[config.mk]
export PLATFORM = sky130hd
export DESIGN_NAME = seq_decoder
export DESIGN_NICKNAME = d
export VERILOG_FILES = /design/src/rtl/seq_decoder.sv
export SDC_FILE = /design/constraint.sdc
export NUM_CORES = 1
export LEC_CHECK = 0
export BUFFER_PORTS_ARGS = -buffer_cell sky130_fd_sc_hd__buf_2
export CORE_AREA = 3 3 40 42
export CTS_CLUSTER_SIZE = 16
export DETAILED_ROUTE_END_ITERATION = 16
export DIE_AREA = 0 0 43 45
export GPL_ROUTABILITY_DRIVEN = 0
export PLACE_DENSITY = 0.84
export SLEW_MARGIN = 40
export SYNTH_ARGS = -nofsm -noshare
export SYNTH_HDL_FRONTEND = slang
export SYNTH_SLANG_ARGS = --single-unit
[constraint.sdc]
create_clock -name clk -period 2.4 [get_ports clk]
set_input_delay 0.48 -clock clk [delete_from_list [all_inputs] [get_ports clk]]
set_output_delay 0.48 -clock clk [all_outputs]
set_load 0.02 [all_outputs]
[src/rtl/seq_decoder.sv]
//==============================================================================
// seq_decoder : registered N-to-2^N one-hot decoder with direct and scan modes
// Revision    : 1.0
//==============================================================================
`default_nettype none

module seq_decoder #(
  parameter int ADDR_WIDTH  = 2,
  parameter int HOLD_CYCLES = 1
) (
  input  logic                       clk,
  input  logic                       reset_n,
  input  logic                       enable,
  input  logic                       mode,
  input  logic [ADDR_WIDTH-1:0]      address,
  input  logic                       start,
  output logic [(2**ADDR_WIDTH)-1:0] out,
  output logic [ADDR_WIDTH-1:0]      cur_addr,
  output logic                       busy,
  output logic                       done
);

  localparam int OUT_WIDTH = 2**ADDR_WIDTH;
  localparam int DW        = (HOLD_CYCLES > 1) ? $clog2(HOLD_CYCLES) : 1;
  localparam int PW        = ADDR_WIDTH + 1;
  localparam logic [DW-1:0] DWELL_LAST = DW'(HOLD_CYCLES - 1);
  localparam logic [PW-1:0] POS_LAST   = PW'(OUT_WIDTH - 1);

  localparam logic [1:0] IDLE = 2'd0;
  localparam logic [1:0] SCAN = 2'd1;
  localparam logic [1:0] DONE = 2'd2;

  logic [1:0]            state, state_nxt;
  logic [DW-1:0]         dwell, dwell_nxt;
  logic [PW-1:0]         pos, pos_nxt;
  logic [OUT_WIDTH-1:0]  out_nxt;
  logic [ADDR_WIDTH-1:0] cur_nxt;
  logic                  busy_nxt, done_nxt;
  logic                  scan_accept, dwell_end, last_pos;

  function automatic logic [OUT_WIDTH-1:0] onehot(input logic [ADDR_WIDTH-1:0] a);
    onehot    = '0;
    onehot[a] = 1'b1;
  endfunction

  assign scan_accept = start && mode && enable;
  assign dwell_end   = (dwell == DWELL_LAST);
  assign last_pos    = (pos == POS_LAST);

  always_ff @(posedge clk or negedge reset_n) begin
    if (!reset_n) begin
      state    <= IDLE;
      dwell    <= '0;
      pos      <= '0;
      out      <= '0;
      cur_addr <= '0;
      busy     <= 1'b0;
      done     <= 1'b0;
    end else begin
      state    <= state_nxt;
      dwell    <= dwell_nxt;
      pos      <= pos_nxt;
      out      <= out_nxt;
      cur_addr <= cur_nxt;
      busy     <= busy_nxt;
      done     <= done_nxt;
    end
  end

  always_comb begin
    state_nxt = state;
    case (state)
      IDLE:    if (scan_accept) state_nxt = SCAN;
      SCAN:    if (enable && dwell_end && last_pos) state_nxt = DONE;
      DONE:    state_nxt = IDLE;
      default: state_nxt = IDLE;
    endcase
  end

  always_comb begin
    dwell_nxt = dwell;
    pos_nxt   = pos;
    out_nxt   = out;
    cur_nxt   = cur_addr;
    busy_nxt  = busy;
    done_nxt  = 1'b0;
    case (state)
      IDLE: begin
        if (scan_accept) begin
          out_nxt   = onehot(address);
          cur_nxt   = address;
          busy_nxt  = 1'b1;
          dwell_nxt = '0;
          pos_nxt   = '0;
        end else if (enable) begin
          out_nxt = onehot(address);
          cur_nxt = address;
        end else begin
          out_nxt = '0;
        end
      end
      SCAN: begin
        if (!enable) begin
          // Pause: blank the output, freeze all scan state.
          out_nxt = '0;
        end else if (!dwell_end) begin
          dwell_nxt = dwell + DW'(1);
          out_nxt   = onehot(cur_addr);
        end else if (last_pos) begin
          // cur_addr keeps the last visited index.
          dwell_nxt = '0;
          pos_nxt   = pos + PW'(1);
          out_nxt   = '0;
          busy_nxt  = 1'b0;
          done_nxt  = 1'b1;
        end else begin
          dwell_nxt = '0;
          pos_nxt   = pos + PW'(1);
          cur_nxt   = cur_addr + ADDR_WIDTH'(1);
          out_nxt   = onehot(cur_addr + ADDR_WIDTH'(1));
        end
      end
      DONE: begin
        out_nxt  = '0;
        busy_nxt = 1'b0;
      end
      default: begin
        out_nxt  = '0;
        busy_nxt = 1'b0;
      end
    endcase
  end

endmodule

`default_nettype wire

==> results of run 1 <==
-- worst register-to-register path, delay by kind of cell (launching register included) --
| family | cells | cell delay (ns) |
|---|---|---|
| AO/OA/AOI/OAI | 2 | 0.32 |
| adder cells (fa/ha/maj) | 2 | 0.47 |
| buffers and inverters | 1 | 0.11 |
| flip-flops | 1 | 0.40 |
-- final cells by class --
class | count | area, um^2
Fill cell | 112 | 505
Tap cell | 15 | 18.8
Inverter | 6 | 22.5
Multi-Input combinational cell | 40 | 317
Clock buffer | 4 | 26.3
Sequential cell | 13 | 325
Timing Repair Buffer | 14 | 70.1
-- per-layer routing --
metal  wire length [um]  share of wire [%]
met1                500                 40
met2                693                 55
met3                 42                3.4
met4                 14                1.1
met5                  0                  0
-- how the worst max path moves through the flow --
stage                start           to  slack [ns]  cells after the start
2_1_floorplan       pos[0]  cur_addr[0]        1.12                      5
3_3_place_gp        pos[0]  cur_addr[0]        1.05                      5
3_5_place_dp        pos[0]  cur_addr[0]        1.03                      5
4_1_cts        cur_addr[0]  cur_addr[0]        0.99                      1
5_1_grt           state[0]       out[0]        0.92                      3
6_report            pos[0]  cur_addr[0]        1.00                      5
-- through the flow --
| stage | total power [W] | setup slack (ns) | std cells |
|---|---|---|---|
| after floorplan | 0.000673 | 1.12 | 61 |
| after global placement | 0.000753 | 1.05 | 88 |
| after detailed placement | 0.000778 | 1.03 | 88 |
| after CTS | 0.000912 | 0.993 | 92 |
| after global routing | 0.000980 | 0.920 | 92 |
| final | 0.000905 | 1.00 | 92 |
-- cells by family (layout without fill, tap and decap cells) --
family                     Yosys count  in the layout
and+or+nand+nor                     16             16
buffers and inverters                8             24
adders and majority gates            6              6
DFF                                 13             13
muxes                                2              2
AOI/OAI and AO/OA                   16             16
-- cells in the mapped netlist --
library cell  count  area, um^2
nand2b_1          2        12.5
nor3b_1           1        7.51
o21ai_0           2        10.0
nand4bb_1         1        11.3
nor2_1            4        15.0
o21ai_1           3        15.0
inv_1             5        18.8
dfrtp_1          13         325
a22o_1            2        17.5
nand2_1           3        11.3
a21oi_1           3        15.0
a31oi_1           2        12.5
nand4b_1          1        8.76
o41ai_1           2        17.5
a221oi_2          1        15.0
buf_6             2        22.5
nor3b_2           1        12.5
and3b_1           1        8.76
nor3_4            1        16.3
inv_2             1        3.75
nand4_1           1        6.26
ha_1              6        75.1
mux2i_1           2        20.0
a21oi_2           1        8.76
-- sequential cells by signal (all words and copies together), names as in the netlist --
signal    cells
pos           3
done          1
busy          1
state         2
out           4
cur_addr      2
-- power breakdown --
| group | switching (W) | internal [W] | total [W] |
|---|---|---|---|
| clock network | 0.0000654 | 0.0000644 | 0.000130 |
| logic | 0.000234 | 0.000160 | 0.000395 |
| registers | 0.0000847 | 0.000296 | 0.000381 |
==> results.txt, run 1 <==
run status -> completed
worst flop-to-flop path endpoint -> cur_addr[0]
die area -> 1940 um^2
worst skew pair latency -> 0.27 ns
Most Crowded Layer GR -> met2
slowest CP cell -> dfrtp_1
Max Cap Viol -> 0
Pins Over Slew Limit -> 0
Tmin final -> 1.40 ns
final WL -> 1.25 mm
CTS root buffer -> clkbuf_4
met1 track demand over resource -> 15.5%
Final period util -> 58.2%
XOR/XNOR Fraction of Synth Area -> 0%
library cells used by synthesis -> 24
antenna viol nets, final -> 0
number of buffers added on ports -> 14
Seq/Total Area, Yosys -> 47.4%
main combinational cell family by area after synthesis -> compound AO/OA/AOI/OAI gates
synthesized cell area -> 687 um^2
total grt overflow -> 0
final setup vio count -> 0
All-Layer GR Usage -> 14.8%
unrepaired setup endpoints after global routing -> no
FMAX -> 715 MHz
# DRC -> 0
DP Area -> 753 um^2
mux share of post-synthesis cell area -> 2.91%
cts repair resizes -> 0
crit start category -> flip-flop
WS Path Type -> reg2reg
CTS tree -> done
vias in the first global route -> 485
VDD IR max -> 0.522 mV
post-DP HPWL -> 1.00 mm
Compound-Gate Fraction of Synth Area -> 16.2%
Clock Path Buffers -> 2
Core Rows -> 13
Critical Path, Cell by Cell -> ha_1, ha_1, inv_1, o21ai_0, a221oi_2
PwrDens -> 1160 nW/um^2
Hold/Removal Path Class -> in2async
Leak Pwr -> 0.399 nW
layout cells sized above 1 -> 28.6%
reg2reg path depth -> 5
worst-path fanout max -> 5
syn_area_per_cell -> 11.3 um^2
Ys Warns -> 0
first-pass GRT wire length -> 2.05 mm
clock-pin slew of the registers on the worst-case setup and hold paths -> 0.07 ns
Hold Vio Cnt, Final -> 0
die height -> 45 um
Layout area overhead -> 13.5%
clock skew -> 0.00184 ns
initial cell density of the core -> 53.5%
Crit path max-delay family -> adder cells
width of the die -> 43 um
vias per inst -> 5.39
initial antenna violation count -> 0
most common cell after layout, fill and taps aside -> buf_2
CP Capture Type -> flip-flop
R2R Path Start -> pos[0]
Post-CTS Setup Bufs -> 0
Synth Area in Adders -> 10.9%
Non-Filler Cell Area, Final -> 779 um^2
CP most frequent cell -> ha_1
met3 usage in global routing -> 4.78%
hold slack -> 0.0738 ns
Synth Net Count -> 74
DR vias -> 496
Sum Neg Setup Slack -> 0 ns
Synth Instances -> 61
Crit path required time -> 2.58 ns
worst relative slew slack -> 68.6%
clock sink total -> 13
Slew @ Worst Pin -> 0.471 ns
Avg WL per Cell -> 13.6 um
number of diodes -> 0
CTS buffer count -> 3
drt initial violations -> 7
met2 Resource Use GR -> 26.9%
Critical Path Max Stage Delay -> 0.40 ns
placeable core area -> 1280 um^2
H-Tree Depth -> 1
Bufs and invs on worst path -> 1
Arr. time, crit path -> 1.58 ns
drt pass-1 iters -> 4
most frequent cells in the layout -> 14 x buf_2, 13 x dfrtp_1, 6 x ha_1, 5 x inv_1, 4 x nor2_1
Ports -> 15
largest net degree at the start of global routing -> 14
flops & latches, synth -> 13
fin util -> 60.7%
reg-to-reg setup timing slack -> 1.00 ns
Post-CTS Hold Buffers -> 0
nets -> 91
simple-gate share of the synthesized area -> 16.0%
Note: power is estimated with default switching activity, not from simulation.
==> inputs of run 2 (changes only) <==
--- a/config.mk
+++ b/config.mk
@@ -5,13 +5,14 @@
 export SDC_FILE = /design/constraint.sdc
 export NUM_CORES = 1
 export LEC_CHECK = 0
+export ABC_AREA = 1
 export BUFFER_PORTS_ARGS = -buffer_cell sky130_fd_sc_hd__buf_2
-export CORE_AREA = 3 3 40 42
+export CORE_AREA = 3 3 41 43
 export CTS_CLUSTER_SIZE = 16
 export DETAILED_ROUTE_END_ITERATION = 16
-export DIE_AREA = 0 0 43 45
+export DIE_AREA = 0 0 44 46
 export GPL_ROUTABILITY_DRIVEN = 0
-export PLACE_DENSITY = 0.84
+export PLACE_DENSITY = 0.8
 export SLEW_MARGIN = 40
 export SYNTH_ARGS = -nofsm -noshare
 export SYNTH_HDL_FRONTEND = slang
==> constraint.sdc (replaced) <==
create_clock -name clk -period 1.3 [get_ports clk]
set_input_delay 0.26 -clock clk [delete_from_list [all_inputs] [get_ports clk]]
set_output_delay 0.26 -clock clk [all_outputs]
set_load 0.02 [all_outputs]
==> run 2 against run 1 <==
Cell area increased by 4.3%. Critical path depth unchanged. Area after synthesis decreased by 1.3%. Sequential share of layout area decreased by 1.7 points. Routed wire length increased by 4.3%. Final cell count increased by 25%. Critical endpoint is now busy. Largest power group unchanged.
==> results.txt, run 2 <==
run status -> completed
worst skew pair latency -> 0.27 ns
vias per inst -> 5.02
reg2reg path depth -> 5
fillcell total -> 127
Core Rows -> 13
slowest CP cell -> dfrtp_1
final WL -> 1.30 mm
Post-synth top cells -> 26 x nand2_1, 13 x dfrtp_1, 10 x nand3_1
Synth Instances -> 81
cell type with the largest total area after synthesis -> dfrtp_1
clock skew -> 0.00213 ns
Hold/Removal Path Class -> in2reg
CP Capture Type -> flip-flop
Max Cap Viol -> 0
drt initial violations -> 14
All-Layer GR Usage -> 15.3%
Area contributors post-synth -> dfrtp_1 48%, nand2_1 14%, ha_1 11%, nand3_1 7.4%, inv_1 3.9%
final non-filler cell total -> 115
H-Tree Depth -> 1
Crit path required time -> 1.46 ns
Final period util -> 92.1%
initial cell density of the core -> 50.8%
worst flop-to-flop path endpoint -> busy
max reg flops -> 4
total grt overflow -> 0
Hold Vio Cnt, Final -> 0
library cells used by synthesis -> 15
vias in the first global route -> 561
Critical Path, Cell by Cell -> ha_1, ha_2, nand2_1, o211ai_1, nand2_1
Clock Path Buffers -> 2
Ports -> 15
layout cells sized above 1 -> 26.0%
worst-path fanout max -> 4
Leak Pwr -> 0.458 nW
crit start category -> flip-flop
width of the die -> 44 um
worst setup path endpoint -> busy
flops & latches, synth -> 13
Avg WL per Cell -> 11.3 um
Pins Over Slew Limit -> 0
VDD IR max -> 1.06 mV
largest net degree at the start of global routing -> 14
Slew @ Worst Pin -> 0.283 ns
CP most frequent cell -> nand2_1
nets -> 114
multi-input logic area -> 318 um^2
CTS tree -> done
syn_area_per_cell -> 8.37 um^2
critical path startpoint -> pos[0]
first-pass GRT wire length -> 2.26 mm
predominant post-synthesis flop cell -> dfrtp_1
Arr. time, crit path -> 1.36 ns
R2R Path Start -> pos[0]
largest registers -> out x4, pos x3
Bufs and invs on worst path -> 0
Sum Neg Setup Slack -> 0 ns
Synth Net Count -> 94
Post-CTS Setup Bufs -> 0
Layout area overhead -> 19.9%
clock sink total -> 13
Reg with most FFs -> out
die height -> 46 um
DP Worst Slack -> 0.0595 ns
top-count cell post-synth -> nand2_1
Tmin final -> 1.20 ns
unrepaired setup endpoints after global routing -> no
# DRC -> 0
number of diodes -> 0
final setup vio count -> 0
FFs w/ async S/R, synth -> 100%
synthesized cell area -> 678 um^2
most frequent cells in the layout -> 26 x nand2_1, 14 x buf_2, 13 x dfrtp_1, 9 x nand3_1, 6 x inv_1
die area -> 2020 um^2
CTS buffer count -> 3
Ys Warns -> 0
PwrDens -> 2130 nW/um^2
number of buffers added on ports -> 14
post-DP HPWL -> 1.03 mm
Seq/Total Area, Yosys -> 48.0%
reg-to-reg setup timing slack -> 0.10 ns
Post-synth EDFFs -> 0
Reg area -> 325 um^2
placeable core area -> 1330 um^2
CTS root buffer -> clkbuf_4
clock-pin slew of the registers on the worst-case setup and hold paths -> 0.07 ns
Crit path max-delay family -> flip-flops
worst relative slew slack -> 81.1%
initial antenna violation count -> 0
Synth top area share -> 48.0%
WS Path Type -> reg2reg
Critical Path Max Stage Delay -> 0.37 ns
DR vias -> 577
antenna viol nets, final -> 0
number of cells on the critical path -> 5
DP Cell Count -> 110
most common cell after layout, fill and taps aside -> nand2_1
drt pass-1 iters -> 4
FMAX -> 835 MHz
fin worst setup slack -> 0.103 ns
run 2: cell families (layout without fill, tap and decap cells):
kind of cell               Yosys count  after routing  synth area share [%]
and+or+nand+nor                     46             46                  30.6
DFF                                 13             13                  48.0
buffers and inverters               11             30                  6.27
adders and majority gates            6              6                  11.1
AOI/OAI and AO/OA                    5              5                  4.06
run 2: area by class of cell:
type                            instances  share of cell area (%)
Tap cell                               15                    2.31
Sequential cell                        13                    40.0
Clock buffer                            4                    3.23
Inverter                               10                    4.62
Multi-Input combinational cell         57                    39.1
Timing Repair Buffer                   16                    10.8
run 2: how the worst min path moves through the flow:
stage	start	endpoint	slack, ns	cells after the start
after detailed placement	reset_n	out[3]	0.16	1
after floorplan	reset_n	busy	-0.04	0
final	address[1]	out[3]	0.28	3
after global routing	address[1]	out[2]	0.29	3
after global placement	reset_n	out[0]	0.16	1
after CTS	address[1]	out[3]	0.27	3
run 2: through the flow:
step,total power [W],hold slack [ns],util (%),instance area [um^2]
6_report,0.00174,0.276,61.0,813
5_1_grt,0.00192,0.294,61.0,813
4_1_cts,0.00174,0.273,60.4,806
3_5_place_dp,0.00149,0.159,57.7,769
3_3_place_gp,0.00147,0.156,57.7,769
2_1_floorplan,0.00125,-0.0356,-,678
run 2: report_power, final:
group	leakage (nW)	internal [W]	switching (W)	total, W
Sequential	0.166	0.000553	0.000109	0.000662
Combinational	0.277	0.000313	0.000516	0.000830
Clock	0.0150	0.000119	0.000125	0.000244
Total	0.458	0.000985	0.000750	0.00174
run 2: tightest hold or removal path, stage by stage:
cell and delay, ns:
buf_2 0.12, nand3_1 0.07, a21oi_1 0.06
run 2: per-layer routing:
layer | GRT usage [%] | routed length, um | vias up
met2 | 27.3 | 624 | 14
met5 | 0 | 0 | -
met3 | 5.93 | 86 | 0
met4 | 3.61 | 0 | 0
met1 | 17.0 | 593 | 266
li1 | - | - | 297
run 2: timing repair:
action                                  in CTS  in global routing
endpoints found under the hold margin       13                  0
hold buffers                                 1                  0
endpoints found under the setup margin       0                  4
resized for setup                            0                  3
